`config.mk`:
```
export PLATFORM = sky130hd
export DESIGN_NAME = muldiv_unit_flat
export DESIGN_NICKNAME = d
export VERILOG_FILES = /design/src/rtl/muldiv_pkg.sv /design/src/rtl/muldiv_if.sv /design/src/rtl/muldiv_step.sv /design/src/rtl/muldiv_unit.sv /design/src/flat_wrapper.sv
export SDC_FILE = /design/constraint.sdc
export NUM_CORES = 1
export LEC_CHECK = 0
export BUFFER_PORTS_ARGS = -buffer_cell sky130_fd_sc_hd__buf_2
export CAP_MARGIN = 40
export CORE_MARGIN = 1.5
export CORE_UTILIZATION = 50
export DETAILED_ROUTE_END_ITERATION = 6
export PLACE_DENSITY = 0.73
export SETUP_SLACK_MARGIN = 0.5
export SYNTH_ARGS = -nofsm -noshare
export SYNTH_HDL_FRONTEND = slang
export SYNTH_SLANG_ARGS = --single-unit
export TNS_END_PERCENT = 5
```
`constraint.sdc`:
```
create_clock -name clk -period 3.3 [get_ports clk]
set_input_delay 0.495 -clock clk [delete_from_list [all_inputs] [get_ports clk]]
set_output_delay 0.495 -clock clk [all_outputs]
set_load 0.01 [all_outputs]
```
`src/rtl/muldiv_pkg.sv`:
```
// Shared definitions for the iterative multiply/divide unit.
//   XLEN            operand width; HI and LO are each XLEN bits
//   OP_*            operation encodings carried on the op port
//   S_*             FSM state encodings
//   is_signed_op()  true for MULT and DIV
//   is_div_op()     true for DIV and DIVU
package muldiv_pkg;

  localparam int XLEN = 32;

  localparam logic [1:0] OP_MULT  = 2'b00;
  localparam logic [1:0] OP_MULTU = 2'b01;
  localparam logic [1:0] OP_DIV   = 2'b10;
  localparam logic [1:0] OP_DIVU  = 2'b11;

  localparam logic [1:0] S_IDLE = 2'd0;
  localparam logic [1:0] S_RUN  = 2'd1;
  localparam logic [1:0] S_FIX  = 2'd2;

  function automatic logic is_signed_op(input logic [1:0] op);
    return (op == OP_MULT) || (op == OP_DIV);
  endfunction

  function automatic logic is_div_op(input logic [1:0] op);
    return !((op == OP_MULT) || (op == OP_MULTU));
  endfunction

endpackage

```
`src/rtl/muldiv_if.sv`:
```
// Request/result bundle between the EX stage and the multiply/divide unit.
//   start, op, A, B      operation request (op: MULT/MULTU/DIV/DIVU)
//   mthi, mtlo, wdata    direct writes to HI / LO
//   busy, done           in-flight flag and one-cycle completion pulse
//   HI, LO               architectural HI/LO registers
// master: the pipeline side; slave: the muldiv_unit side.
interface muldiv_if #(
  parameter int XLEN = muldiv_pkg::XLEN
);
  logic            start;
  logic [1:0]      op;
  logic [XLEN-1:0] A;
  logic [XLEN-1:0] B;
  logic            mthi;
  logic            mtlo;
  logic [XLEN-1:0] wdata;
  logic            busy;
  logic            done;
  logic [XLEN-1:0] HI;
  logic [XLEN-1:0] LO;

  modport master (
    output start, op, A, B, mthi, mtlo, wdata,
    input  busy, done, HI, LO
  );

  modport slave (
    input  start, op, A, B, mthi, mtlo, wdata,
    output busy, done, HI, LO
  );
endinterface

```
`src/rtl/muldiv_step.sv`:
```
// One iteration of the shift-add multiplier / restoring divider.
//   is_div            1: divide step, 0: multiply step
//   hi, lo            current accumulator halves
//                     multiply: hi = partial product, lo = remaining multiplier bits
//                     divide:   hi = partial remainder, lo = dividend / quotient bits
//   operand           multiplicand (multiply) or divisor (divide) magnitude
//   hi_next, lo_next  accumulator after this iteration
module muldiv_step #(
  parameter int XLEN = 32
) (
  input  logic            is_div,
  input  logic [XLEN-1:0] hi,
  input  logic [XLEN-1:0] lo,
  input  logic [XLEN-1:0] operand,
  output logic [XLEN-1:0] hi_next,
  output logic [XLEN-1:0] lo_next
);

  logic [XLEN:0] sum;
  logic [XLEN:0] shifted;
  logic [XLEN:0] diff;

  // NOTE: every output of a combinational block gets a default first, so no
  // path leaves it unassigned and no latch is inferred.
  always_comb begin
    sum     = '0;
    shifted = '0;
    diff    = '0;
    hi_next = hi;
    lo_next = lo;
    if (is_div) begin
      // Shift the next dividend bit into the remainder, then trial-subtract.
      // A clear borrow bit means the divisor fits and the quotient bit is 1.
      shifted = {hi, lo[XLEN-1]};
      diff    = shifted - {1'b0, operand};
      if (diff[XLEN]) begin
        hi_next = shifted[XLEN-1:0];
        lo_next = {lo[XLEN-2:0], 1'b0};
      end else begin
        hi_next = diff[XLEN-1:0];
        lo_next = {lo[XLEN-2:0], 1'b1};
      end
    end else begin
      // Add the multiplicand when the multiplier LSB is set, then shift the
      // whole {carry, hi, lo} right; the carry becomes the new hi MSB.
      sum     = {1'b0, hi} + (lo[0] ? {1'b0, operand} : '0);
      hi_next = sum[XLEN:1];
      lo_next = {sum[0], lo[XLEN-1:1]};
    end
  end

endmodule

```
`src/rtl/muldiv_unit.sv`:
```
// Iterative multiply/divide unit owning the HI/LO registers.
// Executes MULT/MULTU/DIV/DIVU in ITER iterations on operand magnitudes, then
// applies sign correction; serves MTHI/MTLO writes while idle.
//   clk    system clock
//   reset  synchronous active-high reset; aborts any operation in flight
//   bus    muldiv_if slave: start/op/A/B request, mthi/mtlo/wdata writes,
//          busy/done status, HI/LO results
// Timing with start in cycle 0: busy in cycles 1..ITER+1, done and new HI/LO
// in cycle ITER+2. Divide by zero skips the iterations (done in cycle 2).
module muldiv_unit
  import muldiv_pkg::*;
#(
  parameter int XLEN = muldiv_pkg::XLEN,
  parameter int ITER = XLEN   // must equal XLEN: one iteration per operand bit
) (
  input  logic     clk,
  input  logic     reset,
  muldiv_if.slave  bus
);

  localparam int CW = $clog2(ITER);

  logic [1:0]        state;
  logic [CW-1:0]     count;
  logic [XLEN-1:0]   acc_hi;
  logic [XLEN-1:0]   acc_lo;
  logic [XLEN-1:0]   operand;
  logic              is_div;
  logic              neg_res;   // negate product / quotient
  logic              neg_rem;   // negate remainder
  logic [XLEN-1:0]   hi_q;
  logic [XLEN-1:0]   lo_q;
  logic              done_q;

  // Request decode, used only when a start is accepted in IDLE.
  logic              start_signed;
  logic              start_div;
  logic              sign_a;
  logic              sign_b;
  logic              div_zero;
  logic [XLEN-1:0]   mag_a;
  logic [XLEN-1:0]   mag_b;

  assign start_signed = is_signed_op(bus.op);
  assign start_div    = is_div_op(bus.op);
  assign sign_a       = start_signed & bus.A[XLEN-1];
  assign sign_b       = start_signed & bus.B[XLEN-1];
  assign mag_a        = sign_a ? -bus.A : bus.A;
  assign mag_b        = sign_b ? -bus.B : bus.B;
  assign div_zero     = start_div && (bus.B == '0);

  logic [XLEN-1:0] step_hi;
  logic [XLEN-1:0] step_lo;

  muldiv_step #(.XLEN(XLEN)) u_step (
    .is_div  (is_div),
    .hi      (acc_hi),
    .lo      (acc_lo),
    .operand (operand),
    .hi_next (step_hi),
    .lo_next (step_lo)
  );

  // Sign fixup applied in FIX. The 0x80000000 / -1 quotient wraps back to
  // 0x80000000 through the same negation, which is the defined result.
  logic [2*XLEN-1:0] neg_product;
  logic [XLEN-1:0]   fix_hi;
  logic [XLEN-1:0]   fix_lo;

  assign neg_product = -{acc_hi, acc_lo};

  always_comb begin
    fix_hi = acc_hi;
    fix_lo = acc_lo;
    if (is_div) begin
      if (neg_res) fix_lo = -acc_lo;
      if (neg_rem) fix_hi = -acc_hi;
    end else if (neg_res) begin
      {fix_hi, fix_lo} = neg_product;
    end
  end

  // NOTE: sequential state is written only with non-blocking assignments so
  // every register samples the pre-edge values regardless of statement order.
  always_ff @(posedge clk) begin
    if (reset) begin
      state   <= S_IDLE;
      count   <= '0;
      acc_hi  <= '0;
      acc_lo  <= '0;
      operand <= '0;
      is_div  <= 1'b0;
      neg_res <= 1'b0;
      neg_rem <= 1'b0;
      hi_q    <= '0;
      lo_q    <= '0;
      done_q  <= 1'b0;
    end else begin
      done_q <= 1'b0;
      case (state)
        S_IDLE: begin
          if (bus.mthi) hi_q <= bus.wdata;
          if (bus.mtlo) lo_q <= bus.wdata;
          if (bus.start) begin
            is_div <= start_div;
            count  <= '0;
            if (div_zero) begin
              // Result is fixed: quotient all ones, remainder = raw dividend.
              acc_hi  <= bus.A;
              acc_lo  <= '1;
              operand <= '0;
              neg_res <= 1'b0;
              neg_rem <= 1'b0;
              state   <= S_FIX;
            end else begin
              acc_hi  <= '0;
              acc_lo  <= start_div ? mag_a : mag_b;
              operand <= start_div ? mag_b : mag_a;
              neg_res <= sign_a ^ sign_b;
              neg_rem <= start_div & sign_a;
              state   <= S_RUN;
            end
          end
        end
        S_RUN: begin
          acc_hi <= step_hi;
          acc_lo <= step_lo;
          count  <= count + 1'b1;
          if (count == CW'(ITER - 1)) state <= S_FIX;
        end
        S_FIX: begin
          hi_q   <= fix_hi;
          lo_q   <= fix_lo;
          done_q <= 1'b1;
          state  <= S_IDLE;
        end
        default: state <= S_IDLE;
      endcase
    end
  end

  assign bus.busy = (state != S_IDLE);
  assign bus.done = done_q;
  assign bus.HI   = hi_q;
  assign bus.LO   = lo_q;

endmodule

```
`src/flat_wrapper.sv`:
```
// flat-port wrapper written by rule: the top's interface ports become plain ports
module muldiv_unit_flat import muldiv_pkg::*;
#(
  parameter int XLEN = muldiv_pkg::XLEN,
  parameter int ITER = XLEN                                                    
)
  (clk, reset, bus_start, bus_op, bus_A, bus_B, bus_mthi, bus_mtlo, bus_wdata, bus_busy, bus_done, bus_HI, bus_LO);
  muldiv_if #(.XLEN(XLEN)) bus_i ();
  input  logic clk;
  input  logic reset;
  input wire logic [$bits(bus_i.start)-1:0] bus_start;
  input wire logic [$bits(bus_i.op)-1:0] bus_op;
  input wire logic [$bits(bus_i.A)-1:0] bus_A;
  input wire logic [$bits(bus_i.B)-1:0] bus_B;
  input wire logic [$bits(bus_i.mthi)-1:0] bus_mthi;
  input wire logic [$bits(bus_i.mtlo)-1:0] bus_mtlo;
  input wire logic [$bits(bus_i.wdata)-1:0] bus_wdata;
  output wire logic [$bits(bus_i.busy)-1:0] bus_busy;
  output wire logic [$bits(bus_i.done)-1:0] bus_done;
  output wire logic [$bits(bus_i.HI)-1:0] bus_HI;
  output wire logic [$bits(bus_i.LO)-1:0] bus_LO;
  assign bus_i.start = bus_start;
  assign bus_i.op = bus_op;
  assign bus_i.A = bus_A;
  assign bus_i.B = bus_B;
  assign bus_i.mthi = bus_mthi;
  assign bus_i.mtlo = bus_mtlo;
  assign bus_i.wdata = bus_wdata;
  assign bus_busy = bus_i.busy;
  assign bus_done = bus_i.done;
  assign bus_HI = bus_i.HI;
  assign bus_LO = bus_i.LO;
  muldiv_unit #(.XLEN(XLEN), .ITER(ITER)) u_core (.clk(clk), .reset(reset), .bus(bus_i));
endmodule
```
# After elaboration in Yosys (flattened, before gate mapping)
# Cells that the tools add are included.
totals:
  regBits: 171
  output_inout_bits: 66
  wordCells: 82
  in_bits: 103
op_classes:
  eq_ne: 9
  reduce_logical: 15
  add_sub_neg: 8
  bitwise: 4
  mux: 35
op_table:
  columns: ["op", "n"]
  rows:
  - ["32-bit two-way mux", 21]
  - ["32-bit one-hot mux with 2 select lines", 4]
  - ["32-bit negation", 4]
  - ["64-bit negation", 1]
  - ["32-bit by 32-bit adder with 33-bit output", 1]
  - ["33-bit by 32-bit subtractor with 33-bit output", 1]
  - ["32-bit zero test", 1]
  - ["5-bit one-hot mux with 2 select lines", 1]
  - ["2-bit AND reduction", 5]
  - ["2-bit two-way mux", 3]
  - ["2-bit != test, second input constant", 3]
  - ["2-bit nonzero test", 3]
  - ["5-bit by 1-bit adder with 5-bit output, second input constant", 1]
  - ["5-bit equality test, second input constant", 1]
  - ["5-bit two-way mux", 1]
  - ["2-bit by 1-bit equality test with 1-bit output, second input constant", 2]
  - ["2-bit equality test, second input constant", 2]
  - ["2-bit zero test", 2]
  - ["1-bit two-way mux", 4]
  - ["2-bit one-hot mux with 2 select lines", 1]
  - ["1-bit AND", 3]
  - ["1-bit logical OR", 2]
  - ["2-bit by 1-bit != test with 1-bit output, second input constant", 1]
  - ["1-bit logical AND", 1]
  - ["other kinds (2)", 2]

# Depth between registers and ports, before layout
# Gate-level depths: netlist of the first run.
logic_depth:
  depth_word: 8
  mapped_depth: 14
  ltp_nobuf: 12

# Hierarchy
# Synthesis of the first run repeated with hierarchy kept, for this count alone.
hier_totals:
  hier_cells: 2153
  hier_area_um2: 15643.8
modules_own_cells:
  columns: ["module", "area_each_um2", "cells_per_inst", "seq_area_each_um2", "instances"]
  rows:
  - ["muldiv_unit", 11118.2, 1501, 3423.3, 1]
  - ["muldiv_step", 4525.6, 652, 0.0, 1]

# Worst setup path before layout of the first run
# OpenSTA, ideal clock, no wires.
synth_timing:
  path_kind: "reg-to-reg"
  from: "register u_core.acc_lo[0]"
  to: "register u_core.acc_hi[31]"
  t_required_ns: 3.214
  setup_ns: 0.086
  arrival_time_ns: 3.277
  setup_slack_ns: -0.062
  synth_period_minus_slack_ns: 3.362
  path_stages_with_launch: 14
  n_path_buf: 1
  cell_sequence: "dfxtp_1 inv_1 clkbuf_1 nor2_1 ha_1 nand2_1 o311a_1 a211o_1 a211oi_1 o2111ai_1 o21ai_0 a2111oi_0 or3_1 a211oi_1"
synth_via:
  elab_chain_len: 4
synth_lines:
  columns: ["element", "line", "source"]
  rows:
  - ["start: declaration", "muldiv_unit.sv:26", "logic [XLEN-1:0] acc_lo;"]
  - ["start signal: assignment", "muldiv_unit.sv:117", "acc_lo <= start_div ? mag_a : mag_b;"]
  - ["start signal: assignment", "muldiv_unit.sv:127", "acc_lo <= step_lo;"]
  - ["32-bit two-way mux", "muldiv_step.sv:46", "sum = {1'b0, hi} + (lo[0] ? {1'b0, operand} : '0);"]
  - ["32-bit by 32-bit adder with 33-bit output", "muldiv_step.sv:46", null]
  - ["32-bit two-way mux", "muldiv_step.sv:31", "if (is_div) begin"]
  - ["32-bit one-hot mux with 2 select lines", "muldiv_unit.sv:100", "case (state)"]
  - ["end signal: assignment", "muldiv_unit.sv:109", "acc_hi <= bus.A;"]
  - ["end signal: assignment", "muldiv_unit.sv:126", "acc_hi <= step_hi;"]
  - ["end: declaration", "muldiv_unit.sv:25", "logic [XLEN-1:0] acc_hi;"]
# No other way between the ends.
# A chain may end at the register's enable or synchronous reset.

# Worst setup path in the final report of the first run
layout_timing:
  from: "register u_core.acc_lo[16]"
  to: "register u_core.lo_q[27], in the netlist u_core.bus.LO[27]"
layout_via:
  elab_chain_len: 4
  word_cells_on_any_way: 6
  classes_between: "add/sub (2); mux (4)"
layout_lines:
  columns: ["element", "line", "source"]
  rows:
  - ["64-bit negation or 32-bit negation (tied branches)", "muldiv_unit.sv:70, muldiv_unit.sv:76", null]
  - ["32-bit two-way mux (on tied branches)", "muldiv_unit.sv:78, muldiv_unit.sv:76", null]
  - ["32-bit two-way mux (*)", "muldiv_unit.sv:75", "if (is_div) begin"]
  - ["32-bit one-hot mux with 2 select lines (*)", "muldiv_unit.sv:100", null]
  - ["end signal: assignment", "muldiv_unit.sv:103", "if (bus.mtlo) lo_q <= bus.wdata;"]
  - ["end signal: assignment", "muldiv_unit.sv:133", "lo_q <= fix_lo;"]
  - ["end: declaration", "muldiv_unit.sv:32", "logic [XLEN-1:0] lo_q;"]
# Mark *: on every way between the ends. The rest lies on a longest branch, timed or not.

==> results of run 1 <==
## kinds of logic (layout without fill, tap and decap cells)
family / Yosys count / count (layout) / share of synthesized area (%)
fa+ha+maj: 72 / 72 / 6.36
buf+inv: 209 / 471 / 5.61
flops: 171 / 171 / 23.8
simple gates: 641 / 641 / 20.3
xor+xnor: 169 / 169 / 10.3
mux: 33 / 33 / 2.41
compound gates: 683 / 683 / 31.3
## metal layers
metal  GRT usage [%]  vias to the layer above
li1                -                     7744
met1            50.8                     7921
met2            56.9                     1066
met3            4.88                      220
met4            18.6                        0
met5               0                        -
## state kept, by name (all words and copies together), names as in the netlist
signal           flops
u_core.count         5
u_core.is_div        1
u_core.bus.done      1
u_core.acc_hi       32
u_core.bus.HI       32
u_core.acc_lo       32
u_core.neg_res       1
u_core.neg_rem       1
u_core.bus.LO       32
u_core.state         2
u_core.operand      32
## power groups by stage
stage          sequential [mW]  combinational [mW]  clock (mW)
2_1_floorplan             2.40                1.68           0
6_report                  2.39                3.42        2.19
5_1_grt                   2.40                3.63        2.27
3_5_place_dp              2.41                2.67           0
4_1_cts                   2.36                2.84        2.18
3_3_place_gp              2.40                2.64           0
## critical path, delay by kind of cell, from the launching register on
family | cells | cell delay [ps]
compound gates | 3 | 540
buf+inv | 1 | 170
flops | 1 | 340
xor+xnor | 1 | 220
simple gates | 5 | 1840
## worst min-delay path by stage
stage	cells past startpoint	from	to	slack (ps)
3_3_place_gp	2	u_core.operand[10]	u_core.operand[10]	440
3_5_place_dp	2	u_core.bus.HI[18]	u_core.bus.HI[18]	450
4_1_cts	3	bus_wdata[24]	u_core.bus.HI[24]	330
6_report	2	reset	u_core.count[1]	330
5_1_grt	2	reset	u_core.count[2]	340
2_1_floorplan	2	u_core.operand[24]	u_core.operand[24]	430
## stage by stage
step	hold WS [ps]	TNS (ps)	total power [mW]	instances	instance area (um^2)
after floorplan	425	0	4.08	1978	14600
after global placement	439	-455	5.04	2557	16700
after detailed placement	447	-1220	5.08	2561	16800
after CTS	326	0	7.38	2608	17700
after global routing	344	-163	8.30	2618	19100
final	331	0	8.01	2618	19100
## layout make-up
class | count | area, um^2 | share of cell area (%)
Tap cell | 378 | 473 | 2.48
Multi-Input combinational cell | 1598 | 11700 | 61.3
Timing Repair Buffer | 369 | 2580 | 13.5
Inverter | 70 | 268 | 1.40
Clock buffer | 17 | 425 | 2.23
Clock inverter | 15 | 200 | 1.05
Sequential cell | 171 | 3450 | 18.1
## placed cells by master (no fill, tap or decap), drive strengths merged, types with 17 or more instances in the layout
master / netlist / routed
a221oi: 17 / 17
clkbuf: 118 / 17
a31oi: 23 / 23
buf: 21 / 369
dfxtp: 171 / 171
o211ai: 29 / 29
ha: 70 / 70
nor4: 17 / 17
a21oi: 198 / 198
a211oi: 71 / 71
nor2b: 26 / 26
or4: 17 / 17
a22oi: 18 / 18
xnor2: 98 / 98
o21ai: 125 / 125
nor2: 236 / 236
mux2i: 20 / 20
nor3: 44 / 44
a311oi: 23 / 23
xor2: 71 / 71
inv: 70 / 76
nand3: 23 / 23
nand2: 193 / 193
nand4: 18 / 18
a21o: 38 / 38
## repair_timing
action | CTS | global route
buffers inserted | 14 | 9
resized for setup | 45 | 292
pin swaps | 17 | 180
cloned | 1 | 1
setup endpoints to repair | 75 | 96
endpoints found under the hold margin | 0 | 0
==> flow_metrics.env, run 1 <==
export IMPL_status="completed"
export IMPL_numPortBuffers=168
export IMPL_syn_num_nets=2153
export IMPL_met3_length_mm=6.22
export IMPL_yosysTopAreaCell="dfxtp_1"
export IMPL_synth_cell_type_count=80
export IMPL_setup_worst_path_end="u_core.bus.LO[27]"
export IMPL_r2r_cells=10
export IMPL_clk_path_buf_depth=2
export IMPL_worst_setup_path_start_kind="flop"
export IMPL_core_area_mm2=0.0281
export IMPL_max_slew_worst_pin_slew_ps=1020
export IMPL_min_period_over_period_pct=97.1
export IMPL_swShare_pct=40.1
export IMPL_synthCells=1978
export IMPL_grt_usage_pct=37.0
export IMPL_nNetsFinal=2402
export IMPL_die_h_um=173
export IMPL_grt_start_max_net_pins=71
export IMPL_p_int_mw=4.79
export IMPL_path_clk_slew_ps=80
export IMPL_slew_viol_final=0
export IMPL_antenna_found_initial=0
export IMPL_io_pin_count=169
export IMPL_setup_viol=0
export IMPL_ys_ff_latch=171
export IMPL_min_period_ps=3200
export IMPL_dr_wl_met2_mm=25.5
export IMPL_syn_area_per_cell_um2=7.28
export IMPL_place_hpwl_mm=43.4
export IMPL_slew_headroom_pct=31.6
export IMPL_routed_via_density=6.47
export IMPL_startpoint="u_core.acc_lo[16]"
export IMPL_drv_cap=0
export IMPL_worstReg2RegStart="u_core.acc_lo[16]"
export IMPL_pwr_share_comb_pct=42.8
export IMPL_setup_slack_ps=96.2
export IMPL_fillers=2380
export IMPL_ys_flop_type="dfxtp_1"
export IMPL_regToRegSetupSlack_ps=100
export IMPL_crit_type="reg2reg"
export IMPL_synth_area_mm2=0.0144
export IMPL_critical_path_required_ps=3630
export IMPL_worst_path_largest_cell_delay_ps=590
export IMPL_postRouteAntennaNets=0
export IMPL_vdd_ir_drop_max_v=0.000276
export IMPL_wl_per_cell_um=22.6
export IMPL_grt_pass1_wl_mm=87.4
export IMPL_drt_initial_drc_count=2089
export IMPL_dieWidth_um=173
export IMPL_clock_skew_ps=19.6
export IMPL_area_growth_pct=32.5
export IMPL_switchingPower_mw=3.21
export IMPL_max_freq_ghz=0.312
export IMPL_synth_most_common_cell="nor2_1"
export IMPL_r2r_end="u_core.bus.LO[27]"
export IMPL_hp_class="in2reg"
export IMPL_finalWeightedCongestion=0.999
export IMPL_clock_latency_ps=460
export IMPL_grt_overflow=0
export IMPL_ys_seq_area_share_pct=23.8
export IMPL_leakagePower_nw=7.82
export IMPL_pwr_density_cell_mw_per_mm2=419
export IMPL_synth_edf_count=0
export IMPL_ys_async_sr_fraction_pct=0
export IMPL_cts_root_buf="clkbuf_16"
export IMPL_hold_viol_final=0
export IMPL_start_util_pct=51.3
export IMPL_vias=16951
export IMPL_cp_end_kind="flop"
export IMPL_utilization_pct=68.0
export IMPL_highest_layer="met4"
export IMPL_h_tree_depth=4
export IMPL_cts_buffers=17
export IMPL_critPathArrivalTime_ps=3530
export IMPL_synth_top_area_share_pct=23.8
export IMPL_route_detailed_drc=0
export IMPL_drive_gt1_share_pct=30.0
export IMPL_wl_met1_mm=23.7
export IMPL_crit_fanout=4
export IMPL_cts_sinks=171
export IMPL_yosysWarningCount=0
export IMPL_synth_area_leaders="dfxtp_1 24%, a21oi_1 6.8%, nor2_1 6.1%"
export IMPL_seq_power_share_pct=29.9
export IMPL_synth_commonest_cells="235 x nor2_1, 197 x a21oi_1, 192 x nand2_1, 171 x dfxtp_1, 121 x o21ai_0"
export IMPL_die_area_mm2=0.0298
export IMPL_drt_wl_total_mm=59.2
export IMPL_grt_pass1_vias=15178
export IMPL_clockPowerShare_pct=27.4
export IMPL_fp_row_count=61
export IMPL_cp_cell_sequence="or4_4, nor4_4, or4b_4, or3_4, buf_8, o41ai_4, xor2_1, a211oi_1, a21oi_1, nor2_1"
export IMPL_rsz0062_at_grt="yes"
export IMPL_cts_tree="built"
export IMPL_cpMaxStageDelayCell="or4_4"
export IMPL_ctsHoldBuffers=0
export IMPL_first_pass_iters=7
export IMPL_antenna_cells=0
export IMPL_dp_slack_ps=-251
No activity file was read; power rests on OpenSTA's default activity.
==> inputs of run 2 (changes only) <==
Settings changed: PLACE_DENSITY 0.73 to 0.72, SYNTH_HIERARCHICAL set to 1.
==> run 2 against run 1 <==
Compared with the run above: the run now ends with DRC, setup timing left; non-clock buffer count down 7; critical path depth up 5; count of clock-buffer cells in the layout stayed put; via count rose by 11%; utilization fell by 4.8 points; first-iteration DRC count increased by 24%; sequential cell count did not move; largest cell class unchanged; largest power group unchanged.
==> flow_metrics.env, run 2 <==
export IMPL_ys_seq_area_share_pct=21.9
export IMPL_holdPathStages=3
export IMPL_ys_async_sr_fraction_pct=0
export IMPL_crit_fanout=8
export IMPL_clock_latency_ps=460
export IMPL_cts_buffers=17
export IMPL_yosysWarningCount=6
export IMPL_antenna_cells=0
export IMPL_slew_viol_final=0
export IMPL_vias=18890
export IMPL_violations="DRC, setup timing"
export IMPL_synth_edf_count=0
export IMPL_hp_class="in2reg"
export IMPL_setup_tns_ps=-89.0
export IMPL_dieWidth_um=180
export IMPL_drive_gt1_share_pct=24.1
export IMPL_pwr_density_cell_mw_per_mm2=383
export IMPL_io_pin_count=169
export IMPL_grt_pass1_wl_mm=99.6
export IMPL_setup_viol=2
export IMPL_synth_area_mm2=0.0156
export IMPL_ctsHoldBuffers=0
export IMPL_worst_setup_path_start_kind="flop"
export IMPL_min_period_ps=3390
export IMPL_cts_tree="built"
export IMPL_start_util_pct=51.0
export IMPL_utilization_pct=63.2
export IMPL_synthCells=2153
export IMPL_hold_start="bus_A[26]"
export IMPL_syn_area_per_cell_um2=7.27
export IMPL_status="complete, but fails checks"
export IMPL_dp_cells=2739
export IMPL_hold_path_endpoint="u_core/acc_hi[26]"
export IMPL_synth_top_area_share_pct=21.9
export IMPL_fp_row_count=64
export IMPL_gr_usage_met2_pct=60.7
export IMPL_route_detailed_drc=3
export IMPL_drt_wl_total_mm=66.5
export IMPL_clock_skew_ps=12.5
export IMPL_synth_area_leaders="dfxtp_1 22%, nand2_1 6.6%, ha_1 5.6%"
export IMPL_dp_slack_ps=-86.2
export IMPL_finalWeightedCongestion=1.08
export IMPL_synth_cell_type_count=82
export IMPL_cp_end_kind="flop"
export IMPL_cts_root_buf="clkbuf_16"
export IMPL_leakagePower_nw=8.16
export IMPL_met1_usage_pct=49.3
export IMPL_synth_most_common_cell="nand2_1"
export IMPL_final_area_mm2=0.0194
export IMPL_drt_initial_drc_count=2589
export IMPL_r2r_end="u_core/acc_hi[29]"
export IMPL_wl_per_cell_um=23.8
export IMPL_postRouteAntennaNets=0
export IMPL_critPathArrivalTime_ps=3700
export IMPL_h_tree_depth=4
export IMPL_place_hpwl_mm=49.2
export IMPL_vdd_ir_drop_max_v=0.000326
export IMPL_grt_overflow=0
export IMPL_worstReg2RegStart="u_core/acc_lo[0]"
export IMPL_dpl_cell_area_mm2=0.0178
export IMPL_slew_headroom_pct=41.4
export IMPL_final_common_cell="nand2_1"
export IMPL_syn_num_nets=2328
export IMPL_yosysTopAreaCell="dfxtp_1"
export IMPL_clk_path_buf_depth=2
export IMPL_path_clk_slew_ps=80
export IMPL_regToRegSetupSlack_ps=-90
export IMPL_setup_slack_ps=-88.2
export IMPL_grt_pass1_vias=17505
export IMPL_critical_path_required_ps=3610
export IMPL_nNetsFinal=2556
export IMPL_r2r_cells=15
export IMPL_die_h_um=180
export IMPL_max_slew_worst_pin_slew_ps=879
export IMPL_holdWs_ps=342
export IMPL_hold_viol_final=0
export IMPL_rsz0062_at_grt="yes"
export IMPL_fin_cells=2790
export IMPL_antenna_found_initial=1
export IMPL_mostFrequentLayoutCells="271 x nand2_1, 188 x nor2_1, 177 x buf_4"
export IMPL_max_freq_ghz=0.295
export IMPL_min_period_over_period_pct=103
export IMPL_ys_ff_latch=171
export IMPL_ys_flop_type="dfxtp_1"
export IMPL_die_area_mm2=0.0324
export IMPL_routed_via_density=6.77
export IMPL_numPortBuffers=168
export IMPL_core_area_mm2=0.0307
export IMPL_area_growth_pct=23.9
export IMPL_p_total_mw=7.42
export IMPL_synth_commonest_cells="273 x nand2_1, 191 x nor2_1, 171 x dfxtp_1, 143 x a21oi_1, 132 x clkbuf_1"
export IMPL_drv_cap=0
export IMPL_grt_use_met3_pct=7.98
export IMPL_grt_start_max_net_pins=66
export IMPL_grt_usage_pct=39.0
export IMPL_first_pass_iters=7
export IMPL_cts_sinks=171
export IMPL_crit_type="reg2reg"
export IMPL_top_usage_layer="met2"
run 2: cell count changes after synthesis, moves of 21 or more:
cell / previous run / this run
o21ai_0: 121 / 89
a31oi_1: 23 / 65
nand2_1: 192 / 273
and2_1: 7 / 39
a21oi_1: 197 / 143
nand3_1: 23 / 78
nor4_1: 17 / 38
mux2i_1: 20 / 54
nor2_1: 235 / 191
a211oi_1: 71 / 21
run 2: layout make-up:
| class | instances | area (um^2) |
|---|---|---|
| sequential | 171 | 3440 |
| multi-input combinational | 1767 | 12100 |
| fill | 2757 | 11300 |
| tap | 396 | 495 |
| clock buffer | 17 | 425 |
| timing repair buffer | 362 | 2500 |
| inverter | 62 | 233 |
| clock inverter | 15 | 206 |
run 2: kinds of logic (layout without fill, tap and decap cells):
family,count (synthesis),in the layout,synth area share [%]
muxes,88,88,5.90
DFF,171,171,21.9
AOI/OAI and AO/OA,607,607,26.4
buffers and inverters,215,456,5.26
adders and majority gates,72,72,5.85
and+or+nand+nor,850,850,26.3
xor gates and xnor gates,150,150,8.40
run 2: timing repair:
item                                   in CTS  in global routing
setup endpoints to repair                  75                 82
endpoints found under the hold margin       0                  0
gates resized for setup                    66                 75
setup buffers                               9                  6
cloned                                      4                  0
pin swaps                                  70                 73
run 2: report_power, final:
group          switching (mW)  internal (mW)
sequential              0.163           2.21
combinational            1.68           1.17
clock                    1.09           1.10
total                    2.93           4.48
run 2: how the worst max path moves through the flow:
stage / start / end / slack [ps] / cells past startpoint
4_1_cts: u_core/acc_lo[0] / u_core/acc_hi[29] / -9 / 14
3_3_place_gp: u_core/acc_lo[0] / u_core/acc_hi[29] / -20 / 14
2_1_floorplan: u_core/acc_lo[0] / u_core/acc_hi[29] / -4 / 15
6_report: u_core/acc_lo[0] / u_core/acc_hi[29] / -90 / 15
3_5_place_dp: u_core/acc_lo[0] / u_core/acc_hi[29] / -90 / 15
5_1_grt: u_core/acc_lo[0] / u_core/acc_hi[29] / -230 / 15
run 2: worst max-delay path: stages, from the launching register on:
cell and delay (ps):
dfxtp_4 400, buf_6 140, and2_4 140, ha_4 150, a21o_1 160, or4_1 410, a311oi_2 290, nor4_2 110
a41oi_2 250, a211oi_2 110, or4_1 430, a21oi_2 230, xor2_1 180, mux2i_1 90, nand2_1 70, a31oi_1 70
run 2: layer usage:
layer	vias up	share of wire, %
li1	8399	-
met1	8836	38
met2	1385	44
met3	268	12
met4	2	6.8
met5	-	0.015
